$ cat src/rtl/dotp_pkg.sv
// Shared types and constants for the dot-product job sequencer and its host-side status logic.
package dotp_pkg;

    localparam int          DOTP_LEN_W       = 16;
    localparam int unsigned DOTP_ADDR_STEP   = 4;
    localparam int unsigned DOTP_TIMEOUT_CYC = 256;

    // Bit positions of the status word exposed by the AXI-Lite register file.
    localparam int STAT_BUSY_BIT = 0;
    localparam int STAT_DONE_BIT = 1;
    localparam int STAT_ERR_BIT  = 2;

    typedef enum logic [3:0] {
        S_IDLE,
        S_RD_A,
        S_WT_A,
        S_RD_B,
        S_WT_B,
        S_MAC,
        S_DRAIN,
        S_WR,
        S_WT_WR,
        S_DONE
    } state_t;

    function automatic logic is_wait_state(input state_t s);
        return (s == S_WT_A) || (s == S_WT_B) || (s == S_WT_WR);
    endfunction

endpackage

$ cat src/rtl/dotp_sequencer_if.sv
// Read and write request/response channels between the job sequencer and the memory masters.
interface dotp_sequencer_if;

    logic        rd_req_valid;
    logic [31:0] rd_req_addr;
    logic        rd_req_ready;
    logic        rd_rsp_valid;
    logic [31:0] rd_rsp_data;
    logic        rd_rsp_err;

    logic        wr_req_valid;
    logic [31:0] wr_req_addr;
    logic [31:0] wr_req_data;
    logic        wr_req_ready;
    logic        wr_rsp_valid;
    logic        wr_rsp_err;

    modport master (
        output rd_req_valid, rd_req_addr, wr_req_valid, wr_req_addr, wr_req_data,
        input  rd_req_ready, rd_rsp_valid, rd_rsp_data, rd_rsp_err,
        input  wr_req_ready, wr_rsp_valid, wr_rsp_err
    );

    modport slave (
        input  rd_req_valid, rd_req_addr, wr_req_valid, wr_req_addr, wr_req_data,
        output rd_req_ready, rd_rsp_valid, rd_rsp_data, rd_rsp_err,
        output wr_req_ready, wr_rsp_valid, wr_rsp_err
    );

endinterface

$ cat src/rtl/dotp_timeout_cnt.sv
// Wait-cycle counter: cleared on demand, counts while enabled, flags the last allowed cycle.
module dotp_timeout_cnt #(
    parameter int unsigned LIMIT = 256
) (
    input  logic clk,
    input  logic rst,
    input  logic clear,
    input  logic en,
    output logic expired
);

    localparam int CNT_W = (LIMIT > 1) ? $clog2(LIMIT) : 1;

    logic [CNT_W-1:0] cnt;

    // NOTE: sequential state uses non-blocking assignments so every flop samples pre-edge values.
    always_ff @(posedge clk) begin
        if (rst || clear) begin
            cnt <= '0;
        end else if (en && !expired) begin
            cnt <= cnt + CNT_W'(1);
        end
    end

    // A limit of zero disables the timeout entirely.
    assign expired = (LIMIT != 0) && en && (cnt == CNT_W'(LIMIT - 1));

endmodule

$ cat src/rtl/dotp_sequencer.sv
// Dot-product job sequencer: fetches A/B element pairs, drives the external MAC, writes the result.
module dotp_sequencer
    import dotp_pkg::*;
#(
    parameter int          LEN_W       = DOTP_LEN_W,
    parameter int unsigned TIMEOUT_CYC = DOTP_TIMEOUT_CYC,
    parameter int unsigned ADDR_STEP   = DOTP_ADDR_STEP
) (
    input  logic             clk,
    input  logic             rst,
    input  logic             start,
    input  logic [31:0]      addr_a,
    input  logic [31:0]      addr_b,
    input  logic [31:0]      addr_out,
    input  logic [LEN_W-1:0] vec_len,
    output logic             busy,
    output logic             done,
    output logic             status_err,
    output logic [LEN_W-1:0] elem_cnt,
    dotp_sequencer_if.master mem,
    output logic             mac_clear,
    output logic             mac_en,
    output logic [31:0]      mac_a,
    output logic [31:0]      mac_b,
    input  logic [31:0]      mac_acc
);

    state_t           state;
    logic [31:0]      ptr_a;
    logic [31:0]      ptr_b;
    logic [31:0]      cfg_out;
    logic [LEN_W-1:0] cfg_len;
    logic [LEN_W-1:0] elem_next;

    logic             rd_req_valid_q;
    logic [31:0]      rd_req_addr_q;
    logic             wr_req_valid_q;
    logic [31:0]      wr_req_addr_q;
    logic [31:0]      wr_req_data_q;

    logic             timed_out;
    logic             rsp_ok;
    logic             abort;

    assign mem.rd_req_valid = rd_req_valid_q;
    assign mem.rd_req_addr  = rd_req_addr_q;
    assign mem.wr_req_valid = wr_req_valid_q;
    assign mem.wr_req_addr  = wr_req_addr_q;
    assign mem.wr_req_data  = wr_req_data_q;

    assign elem_next = elem_cnt + LEN_W'(1);

    dotp_timeout_cnt #(
        .LIMIT (TIMEOUT_CYC)
    ) u_timeout (
        .clk     (clk),
        .rst     (rst),
        .clear   (!is_wait_state(state)),
        .en      (is_wait_state(state)),
        .expired (timed_out)
    );

    // A wait state ends either with a clean response or an abort (error response or timeout).
    always_comb begin
        // NOTE: defaults first so no path through the case leaves a variable unassigned (no latch).
        rsp_ok = 1'b0;
        abort  = 1'b0;
        unique case (state)
            S_WT_A, S_WT_B: begin
                rsp_ok = mem.rd_rsp_valid && !mem.rd_rsp_err;
                abort  = mem.rd_rsp_valid ? mem.rd_rsp_err : timed_out;
            end
            S_WT_WR: begin
                rsp_ok = mem.wr_rsp_valid && !mem.wr_rsp_err;
                abort  = mem.wr_rsp_valid ? mem.wr_rsp_err : timed_out;
            end
            default: ;
        endcase
    end

    always_ff @(posedge clk) begin
        if (rst) begin
            state          <= S_IDLE;
            ptr_a          <= '0;
            ptr_b          <= '0;
            cfg_out        <= '0;
            cfg_len        <= '0;
            busy           <= 1'b0;
            done           <= 1'b0;
            status_err     <= 1'b0;
            elem_cnt       <= '0;
            rd_req_valid_q <= 1'b0;
            rd_req_addr_q  <= '0;
            wr_req_valid_q <= 1'b0;
            wr_req_addr_q  <= '0;
            wr_req_data_q  <= '0;
            mac_clear      <= 1'b0;
            mac_en         <= 1'b0;
            mac_a          <= '0;
            mac_b          <= '0;
        end else begin
            mac_clear <= 1'b0;
            mac_en    <= 1'b0;
            done      <= 1'b0;

            if (abort) begin
                status_err <= 1'b1;
                done       <= 1'b1;
                state      <= S_DONE;
            end else begin
                unique case (state)
                    S_IDLE: begin
                        if (start) begin
                            ptr_a      <= addr_a;
                            ptr_b      <= addr_b;
                            cfg_out    <= addr_out;
                            cfg_len    <= vec_len;
                            status_err <= 1'b0;
                            elem_cnt   <= '0;
                            mac_clear  <= 1'b1;
                            busy       <= 1'b1;
                            if (vec_len == '0) begin
                                state <= S_DRAIN;
                            end else begin
                                rd_req_valid_q <= 1'b1;
                                rd_req_addr_q  <= addr_a;
                                state          <= S_RD_A;
                            end
                        end
                    end
                    S_RD_A, S_RD_B: begin
                        if (mem.rd_req_ready) begin
                            rd_req_valid_q <= 1'b0;
                            state          <= (state == S_RD_A) ? S_WT_A : S_WT_B;
                        end
                    end
                    S_WT_A: begin
                        if (rsp_ok) begin
                            mac_a          <= mem.rd_rsp_data;
                            ptr_a          <= ptr_a + 32'(ADDR_STEP);
                            rd_req_valid_q <= 1'b1;
                            rd_req_addr_q  <= ptr_b;
                            state          <= S_RD_B;
                        end
                    end
                    S_WT_B: begin
                        if (rsp_ok) begin
                            mac_b  <= mem.rd_rsp_data;
                            ptr_b  <= ptr_b + 32'(ADDR_STEP);
                            mac_en <= 1'b1;
                            state  <= S_MAC;
                        end
                    end
                    S_MAC: begin
                        elem_cnt <= elem_next;
                        if (elem_next == cfg_len) begin
                            state <= S_DRAIN;
                        end else begin
                            rd_req_valid_q <= 1'b1;
                            rd_req_addr_q  <= ptr_a;
                            state          <= S_RD_A;
                        end
                    end
                    S_DRAIN: begin
                        // The clear pulse of an empty job has not reached mac_acc yet.
                        wr_req_valid_q <= 1'b1;
                        wr_req_addr_q  <= cfg_out;
                        wr_req_data_q  <= (cfg_len == '0) ? '0 : mac_acc;
                        state          <= S_WR;
                    end
                    S_WR: begin
                        if (mem.wr_req_ready) begin
                            wr_req_valid_q <= 1'b0;
                            state          <= S_WT_WR;
                        end
                    end
                    S_WT_WR: begin
                        if (rsp_ok) begin
                            done  <= 1'b1;
                            state <= S_DONE;
                        end
                    end
                    S_DONE: begin
                        busy  <= 1'b0;
                        state <= S_IDLE;
                    end
                    default: state <= S_IDLE;
                endcase
            end
        end
    end

endmodule

$ cat src/flat_wrapper.sv
// flat-port wrapper written by rule: the top's interface ports become plain ports
module dotp_sequencer_flat import dotp_pkg::*;
#(
    parameter int          LEN_W       = DOTP_LEN_W,
    parameter int unsigned TIMEOUT_CYC = DOTP_TIMEOUT_CYC,
    parameter int unsigned ADDR_STEP   = DOTP_ADDR_STEP
)
  (clk, rst, start, addr_a, addr_b, addr_out, vec_len, busy, done, status_err, elem_cnt, mac_clear, mac_en, mac_a, mac_b, mac_acc, mem_rd_req_valid, mem_rd_req_addr, mem_wr_req_valid, mem_wr_req_addr, mem_wr_req_data, mem_rd_req_ready, mem_rd_rsp_valid, mem_rd_rsp_data, mem_rd_rsp_err, mem_wr_req_ready, mem_wr_rsp_valid, mem_wr_rsp_err);
  dotp_sequencer_if mem_i ();
  input  logic clk;
  input  logic rst;
  input  logic start;
  input  logic [31:0] addr_a;
  input  logic [31:0] addr_b;
  input  logic [31:0] addr_out;
  input  logic [LEN_W-1:0] vec_len;
  output logic busy;
  output logic done;
  output logic status_err;
  output logic [LEN_W-1:0] elem_cnt;
  output logic mac_clear;
  output logic mac_en;
  output logic [31:0] mac_a;
  output logic [31:0] mac_b;
  input  logic [31:0] mac_acc;
  output wire logic [$bits(mem_i.rd_req_valid)-1:0] mem_rd_req_valid;
  output wire logic [$bits(mem_i.rd_req_addr)-1:0] mem_rd_req_addr;
  output wire logic [$bits(mem_i.wr_req_valid)-1:0] mem_wr_req_valid;
  output wire logic [$bits(mem_i.wr_req_addr)-1:0] mem_wr_req_addr;
  output wire logic [$bits(mem_i.wr_req_data)-1:0] mem_wr_req_data;
  input wire logic [$bits(mem_i.rd_req_ready)-1:0] mem_rd_req_ready;
  input wire logic [$bits(mem_i.rd_rsp_valid)-1:0] mem_rd_rsp_valid;
  input wire logic [$bits(mem_i.rd_rsp_data)-1:0] mem_rd_rsp_data;
  input wire logic [$bits(mem_i.rd_rsp_err)-1:0] mem_rd_rsp_err;
  input wire logic [$bits(mem_i.wr_req_ready)-1:0] mem_wr_req_ready;
  input wire logic [$bits(mem_i.wr_rsp_valid)-1:0] mem_wr_rsp_valid;
  input wire logic [$bits(mem_i.wr_rsp_err)-1:0] mem_wr_rsp_err;
  assign mem_rd_req_valid = mem_i.rd_req_valid;
  assign mem_rd_req_addr = mem_i.rd_req_addr;
  assign mem_wr_req_valid = mem_i.wr_req_valid;
  assign mem_wr_req_addr = mem_i.wr_req_addr;
  assign mem_wr_req_data = mem_i.wr_req_data;
  assign mem_i.rd_req_ready = mem_rd_req_ready;
  assign mem_i.rd_rsp_valid = mem_rd_rsp_valid;
  assign mem_i.rd_rsp_data = mem_rd_rsp_data;
  assign mem_i.rd_rsp_err = mem_rd_rsp_err;
  assign mem_i.wr_req_ready = mem_wr_req_ready;
  assign mem_i.wr_rsp_valid = mem_wr_rsp_valid;
  assign mem_i.wr_rsp_err = mem_wr_rsp_err;
  dotp_sequencer #(.LEN_W(LEN_W), .TIMEOUT_CYC(TIMEOUT_CYC), .ADDR_STEP(ADDR_STEP)) u_core (.clk(clk), .rst(rst), .start(start), .addr_a(addr_a), .addr_b(addr_b), .addr_out(addr_out), .vec_len(vec_len), .busy(busy), .done(done), .status_err(status_err), .elem_cnt(elem_cnt), .mem(mem_i), .mac_clear(mac_clear), .mac_en(mac_en), .mac_a(mac_a), .mac_b(mac_b), .mac_acc(mac_acc));
endmodule
$ cat config.mk
export PLATFORM = sky130hd
export DESIGN_NAME = dotp_sequencer_flat
export DESIGN_NICKNAME = d
export VERILOG_FILES = /design/src/rtl/dotp_pkg.sv /design/src/rtl/dotp_sequencer_if.sv /design/src/rtl/dotp_timeout_cnt.sv /design/src/rtl/dotp_sequencer.sv /design/src/flat_wrapper.sv
export SDC_FILE = /design/constraint.sdc
export NUM_CORES = 1
export LEC_CHECK = 0
export ABC_CLOCK_PERIOD_IN_PS = 2900
export BUFFER_PORTS_ARGS = -buffer_cell sky130_fd_sc_hd__buf_2
export CAP_MARGIN = 25
export CELL_PAD_IN_SITES_DETAIL_PLACEMENT = 0
export CELL_PAD_IN_SITES_GLOBAL_PLACEMENT = 1
export CORE_MARGIN = 1.5
export CORE_UTILIZATION = 34
export CTS_CLUSTER_SIZE = 24
export DETAILED_ROUTE_END_ITERATION = 7
export PLACE_DENSITY = 0.79
export SETUP_SLACK_MARGIN = 0.2
export SKIP_CTS_REPAIR_TIMING = 1
export SLEW_MARGIN = 10
export SYNTH_ARGS = -nofsm -noshare
export SYNTH_HDL_FRONTEND = slang
export SYNTH_SLANG_ARGS = --single-unit
export TNS_END_PERCENT = 30
$ cat constraint.sdc
create_clock -name clk -period 2.9 [get_ports clk]
set_clock_uncertainty 0.2 [all_clocks]
set_input_delay 0.58 -clock clk [delete_from_list [all_inputs] [get_ports clk]]
set_output_delay 0.58 -clock clk [all_outputs]
set_load 0.05 [all_outputs]
==> reports/qor.yml, run 1 <==
status: "finished clean"
drc: 0
synth_enable_flop_cells: 0
yosys-top-cells-count: "383 x nand2_1, 307 x dfxtp_1, 291 x a21oi_1"
path_clk_slew_ns: 0.06
num_rows: 74
crit_type: "reg -> reg"
worst_setup_path_start_kind: "flip-flop"
gp_congestion: 0.892
placed_cells: 2648
clockBufferDepth: 3
synth_fp_nets: 2024
cap_viol_max_count: 0
synth.distinct_cells: 73
startpoint: "u_core.ptr_a[13]"
final_util_pct: 44.0
relSlewSlack_pct: 50.2
grt_pass1_vias: 13200
yosysMostFrequentCell: "nand2_1"
synth_area_leader_cell: "dfxtp_1"
cts_made_buffers: 37
drt-total-wl_mm: 49.4
hold_class: "in -> reg"
dr.first_iter.drc_count: 1286
firstDrtPassIters: 6
seq_area_frac_synth_pct: 43.7
finalSetupTns_ns: 0
avgSynthCellArea_um2: 7.67
crit_required_ns: 3.17
r2r-start: "u_core.ptr_a[13]"
rsz0062_at_grt: "yes"
syn_inst: 1835
power_leakage_nw: 7.26
wl_per_cell_um: 18.1
viasPerCell: 5.41
synth_seq_cells: 307
start_util_pct: 34.5
synth_warnings: 0
root_buffer: "clkbuf_16"
grt_pass1_wl_mm: 74.1
grt_use_total_pct: 21.9
layout-drive-gt1-share_pct: 26.1
final_nets: 2352
p_per_area_nw_per_um2: 862
irDropWorstVdd_mv: 0.385
arrival_ns: 2.92
slowest_stage: "or4_1"
synthArstFlopShare_pct: 0
worst_pin_slew_ns: 0.748
clkPwrFrac_pct: 28.4
setup_viol: 0
crit_fanout: 8
worstSkewPairLatency_ns: 0.54
hold_viol: 0
fmax_ghz: 0.378
p_comb_share_pct: 35.8
p_total_mw: 15.5
cts_tree: "done"
hpwl_mm: 34.4
critPathMaxStageDelay_ns: 0.64
cts_htree_levels: 2
grt_antenna_before_repair: 17
die_y_um: 206
fin_crit_sh_pct: 91.3
dr_total_vias: 14800
p_sw_share_pct: 39.4
dieArea_um2: 42600
cp_cell_sequence: "nand4_1 -> or4_1 -> nor4_1 -> xnor2_1 -> a311oi_1 -> a21oi_1 -> nor2_1"
cp-end-kind: "flip-flop"
syn2layout_area_growth_pct: 27.8
netlist.area_leader.share_pct: 43.7
switching_power_mw: 6.11
clock_sinks: 307
ios: 368
final_antenna_net_count: 0
synth.area.top_cells: "dfxtp_1 44%, a21oi_1 10%, nand2_1 10%, nor2_1 4.8%, clkbuf_1 3.1%"
port_buffers: 367
internal-power_mw: 9.39
grt_max_degree: 120
core_um2: 40800
fin_cells: 2729
sequentialPowerShare_pct: 35.8
period_minus_slack_ns: 2.65
hp-start: "mac_acc[27]"
die_w_um: 206
synth_ff_type: "dfxtp_1"
grt_overflow: 0
slew_violations: 0
syn_area_um2: 14100
[power by group through the flow]
stage	sequential [mW]	combinational (mW)	clock (mW)
after global placement	5.60	5.26	0
after floorplan	6.11	3.17	0
after CTS	5.53	5.36	4.56
after detailed placement	5.62	5.34	0
final	5.55	5.54	4.41
after global routing	5.64	6.02	4.72
[metrics by stage]
step                worst slack [ns]  hold WS (ns)  instance area (µm²)
CTS                           0.0942        0.0330                17700
detailed placement             0.116         0.245                16600
global placement              0.0885         0.235                16600
global route                   0.151        0.0435                18000
finish                         0.252        0.0707                18000
floorplan                      0.205         0.232                14100
[final cells by class]
| class | instances | area [µm²] |
|---|---|---|
| well taps | 532 | 666 |
| flip-flops and latches | 307 | 6180 |
| diodes | 6 | 15.0 |
| repair buffers | 440 | 2600 |
| fillers | 4111 | 22900 |
| clock inverters | 15 | 123 |
| multi-input cells | 1359 | 7310 |
| clock buffers | 52 | 1010 |
| inverters | 18 | 67.6 |
[metal layers]
metal	part of all wire [%]	vias up	GRT usage [%]	routed length [µm]
met5	0.21	-	0	106
met4	2.8	18	7.53	1390
met3	9.3	97	6.75	4600
met2	44	576	33.0	21600
met1	44	6921	29.4	21700
li1	-	7141	-	-
[cells by family (layout without fill, tap and decap cells)]
| group | count (synthesis) | count (layout) | share of synthesized area, % |
|---|---|---|---|
| AND/OR/NAND/NOR | 767 | 767 | 24.4 |
| AO/OA/AOI/OAI | 559 | 559 | 24.6 |
| multiplexers | 1 | 1 | 0.0712 |
| XOR/XNOR | 28 | 28 | 1.74 |
| flip-flops | 307 | 307 | 43.7 |
| buffers and inverters | 169 | 525 | 5.16 |
| adder cells (fa/ha/maj) | 4 | 4 | 0.356 |
| other | 0 | 6 | 0 |
[placed cells by master (no fill, tap or decap), drive strengths merged, types with 7 or more instances in the layout]
cell type  netlist  final
buf             36    436
nand3           40     40
a211oi          22     22
nor3            30     30
clkbuf         115     56
xnor2           14     14
inv             18     21
a21oi          291    291
nand2          383    383
a31oi            7      7
a311oi          10     10
o32ai            9      9
nor2b            9      9
a31o            32     32
nand4           20     20
nor4            28     28
or3             10     10
clkinv           0     11
o22ai            7      7
a22oi           44     44
and3            14     14
and2            14     14
o21ai           61     61
a22o            30     30
nor2           180    180
dfxtp          307    307
and4            10     10
xor2            14     14
[state kept, by name (all words and copies together), names as in the netlist]
| register | cells |
|---|---|
| u_core.mem.rd_req_valid | 1 |
| u_core.mac_a | 32 |
| u_core.mem.rd_req_addr | 32 |
| u_core.mac_b | 32 |
| u_core.mac_clear | 1 |
| u_core.status_err | 1 |
| u_core.mac_en | 1 |
| u_core.state | 4 |
| u_core.busy | 1 |
| u_core.done | 1 |
| u_core.mem.wr_req_addr | 32 |
| u_core.ptr_b | 32 |
| u_core.cfg_out | 32 |
| u_core.cfg_len | 16 |
| u_core.elem_cnt | 16 |
| u_core.mem.wr_req_data | 32 |
| u_core.ptr_a | 32 |
| u_core.mem.wr_req_valid | 1 |
| u_core.u_timeout.cnt | 8 |
[critical path, delay by kind of cell, from the launching register on]
kind / cells / cell delay, ns
xor+xnor: 1 / 0.12
flops: 1 / 0.46
simple gates: 4 / 1.46
compound gates: 2 / 0.34
[path summary, 6_finish.rpt]
path | slack [ns] | cells past startpoint | to
worst max-delay path | 0.25 | 7 | u_core.ptr_a[31]
worst max register to register | 0.25 | 7 | u_core.ptr_a[31]
worst min register to register | 0.24 | 2 | u_core.mem.wr_req_addr[29]
worst min-delay path | 0.07 | 3 | u_core.mem.wr_req_data[27]
(Power assumes the default switching activity.)
==> inputs of run 2 (changes only) <==
--- a/config.mk
+++ b/config.mk
@@ -8,7 +8,7 @@
 export ABC_CLOCK_PERIOD_IN_PS = 2900
 export BUFFER_PORTS_ARGS = -buffer_cell sky130_fd_sc_hd__buf_2
 export CAP_MARGIN = 25
-export CELL_PAD_IN_SITES_DETAIL_PLACEMENT = 0
+export CELL_PAD_IN_SITES_DETAIL_PLACEMENT = 1
 export CELL_PAD_IN_SITES_GLOBAL_PLACEMENT = 1
 export CORE_MARGIN = 1.5
 export CORE_UTILIZATION = 34
==> run 2 against run 1 <==
  * Setup slack got worse by 0.010 ns
  * Clock power rose by 12%
  * Sequential share of layout area fell by 0.37 points
  * Cell count rose by 0.11%
  * Non-clock buffer count rose by 3
  * Design area rose by 1.2%
  * Total power rose by 4.7%
  * Sequential power barely moved
  * Via count rose by 2.2%
  * Highest routed layer unchanged
  * Critical endpoint is now u_core.mem.rd_req_addr[2]
  * Critical path depth rose by 3
  * Largest cell class unchanged
  * Critical path type unchanged
==> reports/qor.yml, run 2 (synthesis results as in run 1) <==
cp-end-kind: "flip-flop"
hpwl_mm: 37.9  # +10%
power_leakage_nw: 7.35  # +1.2%
worst_pin_slew_ns: 0.770  # +0.0226 ns
final_nets: 2356  # +0.17%
worstSkewPairLatency_ns: 0.57  # +0.03 ns
grt_overflow: 0  # unchanged
fin_crit_sh_pct: 91.7  # +0.36 points
critPathMaxStageDelay_ns: 0.46  # -0.18 ns
clockBufferDepth: 3  # unchanged
multi_input_area_um2: 7320  # +0.14%
grt_pass1_vias: 14900  # +13%
num_rows: 74  # unchanged
rsz0062_at_grt: "yes"
final_antenna_net_count: 0  # unchanged
dr_total_vias: 15100  # +2.2%
p_per_area_nw_per_um2: 893  # +3.5%
wl_per_cell_um: 20.1  # +11%
hold_viol: 0  # unchanged
drt-total-wl_mm: 54.8  # +11%
crit_type: "reg -> reg"
worst_setup_path_start_kind: "flip-flop"
hold_class: "in -> reg"
cts_htree_levels: 2  # unchanged
start_util_pct: 34.5  # unchanged
syn2layout_area_growth_pct: 29.2
fillers: 5030  # +22%
relSlewSlack_pct: 48.7  # -1.5 points
layout-drive-gt1-share_pct: 26.7  # +0.64 points
cts_tree: "done"
area.sequential_um2: 6180  # about the same
irDropWorstVdd_mv: 0.526  # +37%
cp_cell_sequence: "and4_4 -> nand3_2 -> xor2_1 -> a211oi_2 -> buf_4 -> o2111ai_4 -> buf_12 -> clkbuf_16 -> a21oi_1 -> nor2_1"
die_y_um: 206  # unchanged
dieArea_um2: 42600  # unchanged
grt_use_total_pct: 24.3  # +2.4 points
fmax_ghz: 0.376  # -0.39%
crit_fanout: 16  # +8
finalSetupTns_ns: 0  # unchanged
grt_pass1_wl_mm: 82.0  # +11%
viasPerCell: 5.52  # +2.1%
grt_antenna_before_repair: 12  # -5
grt_max_degree: 120  # unchanged
arrival_ns: 2.91  # about the same
status: "finished clean"
die_w_um: 206  # unchanged
ios: 368  # unchanged
p_total_mw: 16.2  # +4.7%
port_buffers: 367  # unchanged
cap_viol_max_count: 0  # unchanged
crit_required_ns: 3.15  # -0.02 ns
root_buffer: "clkbuf_16"
dr.first_iter.drc_count: 940  # -27%
gp_congestion: 0.892  # unchanged
drc: 0  # unchanged
core_um2: 40800  # unchanged
final_common_cell: "nand2_1"
layout_common_cells: "383 x nand2_1, 366 x buf_2, 291 x a21oi_1, 289 x dfxtp_1, 178 x nor2_1"
slowest_stage: "dfxtp_2"
setup_viol: 0  # unchanged
path_clk_slew_ns: 0.06  # about the same
cts_made_buffers: 38  # +2.7%
clock_sinks: 307  # unchanged
firstDrtPassIters: 5  # -1
slew_violations: 0  # unchanged
period_minus_slack_ns: 2.66  # +0.0105 ns
==> run 2: changes by cell type in the layout (fill, tap and decap cells not counted), moves of 2 or more <==
cell / before / now
clkbuf_1: 12 / 5
clkbuf_8: 3 / 9
clkinv_2: 11 / 5
clkinvlp_4: 0 / 3
dfxtp_1: 292 / 289
dfxtp_2: 9 / 12
buf_4: 56 / 58
bufinv_16: 1 / 3
clkbuf_16: 41 / 43
clkinv_8: 0 / 2
==> run 2: path summary, 6_finish.rpt <==
kind | startpoint | to | slack, ns | cells past startpoint
hold / removal | addr_out[17] | u_core.cfg_out[17] | 0.04 | 3
setup reg to reg | u_core.elem_cnt[5] | u_core.mem.rd_req_addr[2] | 0.24 | 10
hold reg to reg | u_core.cfg_out[18] | u_core.mem.wr_req_addr[18] | 0.23 | 2
setup / recovery | u_core.elem_cnt[5] | u_core.mem.rd_req_addr[2] | 0.24 | 10
==> run 2: layout make-up <==
cell class | count | area share [%]
diodes | 5 | 0.0688
clock buffers | 53 | 6.15
clock inverters | 15 | 1.03
inverters | 18 | 0.372
multi-input cells | 1359 | 40.3
flip-flops and latches | 307 | 34.0
well taps | 532 | 3.66
repair buffers | 443 | 14.4
==> run 2: routing by layer <==
layer | vias up | share of wire, % | track usage, %
met5 | - | 0.15 | 0
met4 | 12 | 3.2 | 9.42
met3 | 111 | 7.6 | 6.40
met2 | 509 | 46 | 39.4
met1 | 7295 | 43 | 30.7
li1 | 7149 | - | -
==> run 2: per-stage QoR <==
| step | instances | setup slack, ns | util [%] | hold WS, ns | cell area (µm²) |
|---|---|---|---|---|---|
| finish | 2732 | 0.242 | 44.5 | 0.0449 | 18200 |
| global route | 2728 | 0.104 | 44.5 | 0.0409 | 18200 |
| CTS | 2716 | 0.0682 | 43.8 | 0.0118 | 17900 |
| detailed placement | 2648 | 0.0452 | 40.6 | 0.245 | 16600 |
| global placement | 2647 | 0.0885 | 40.6 | 0.235 | 16600 |
| floorplan | 1835 | 0.205 | - | 0.232 | 14100 |
==> run 2: power breakdown <==
group | internal, mW | total (mW) | switching (mW)
Sequential | 4.89 | 5.58 | 0.688
Combinational | 1.96 | 5.71 | 3.75
Clock | 2.98 | 4.94 | 1.97
Total | 9.83 | 16.2 | 6.40
==> run 2: critical path, delay by kind of cell, from the launching register on <==
| kind | cells | cell delay [ns] |
|---|---|---|
| AOI/OAI and AO/OA | 3 | 0.59 |
| xor gates and xnor gates | 1 | 0.20 |
| buffers and inverters | 3 | 0.52 |
| and+or+nand+nor | 3 | 0.54 |
| DFF | 1 | 0.46 |
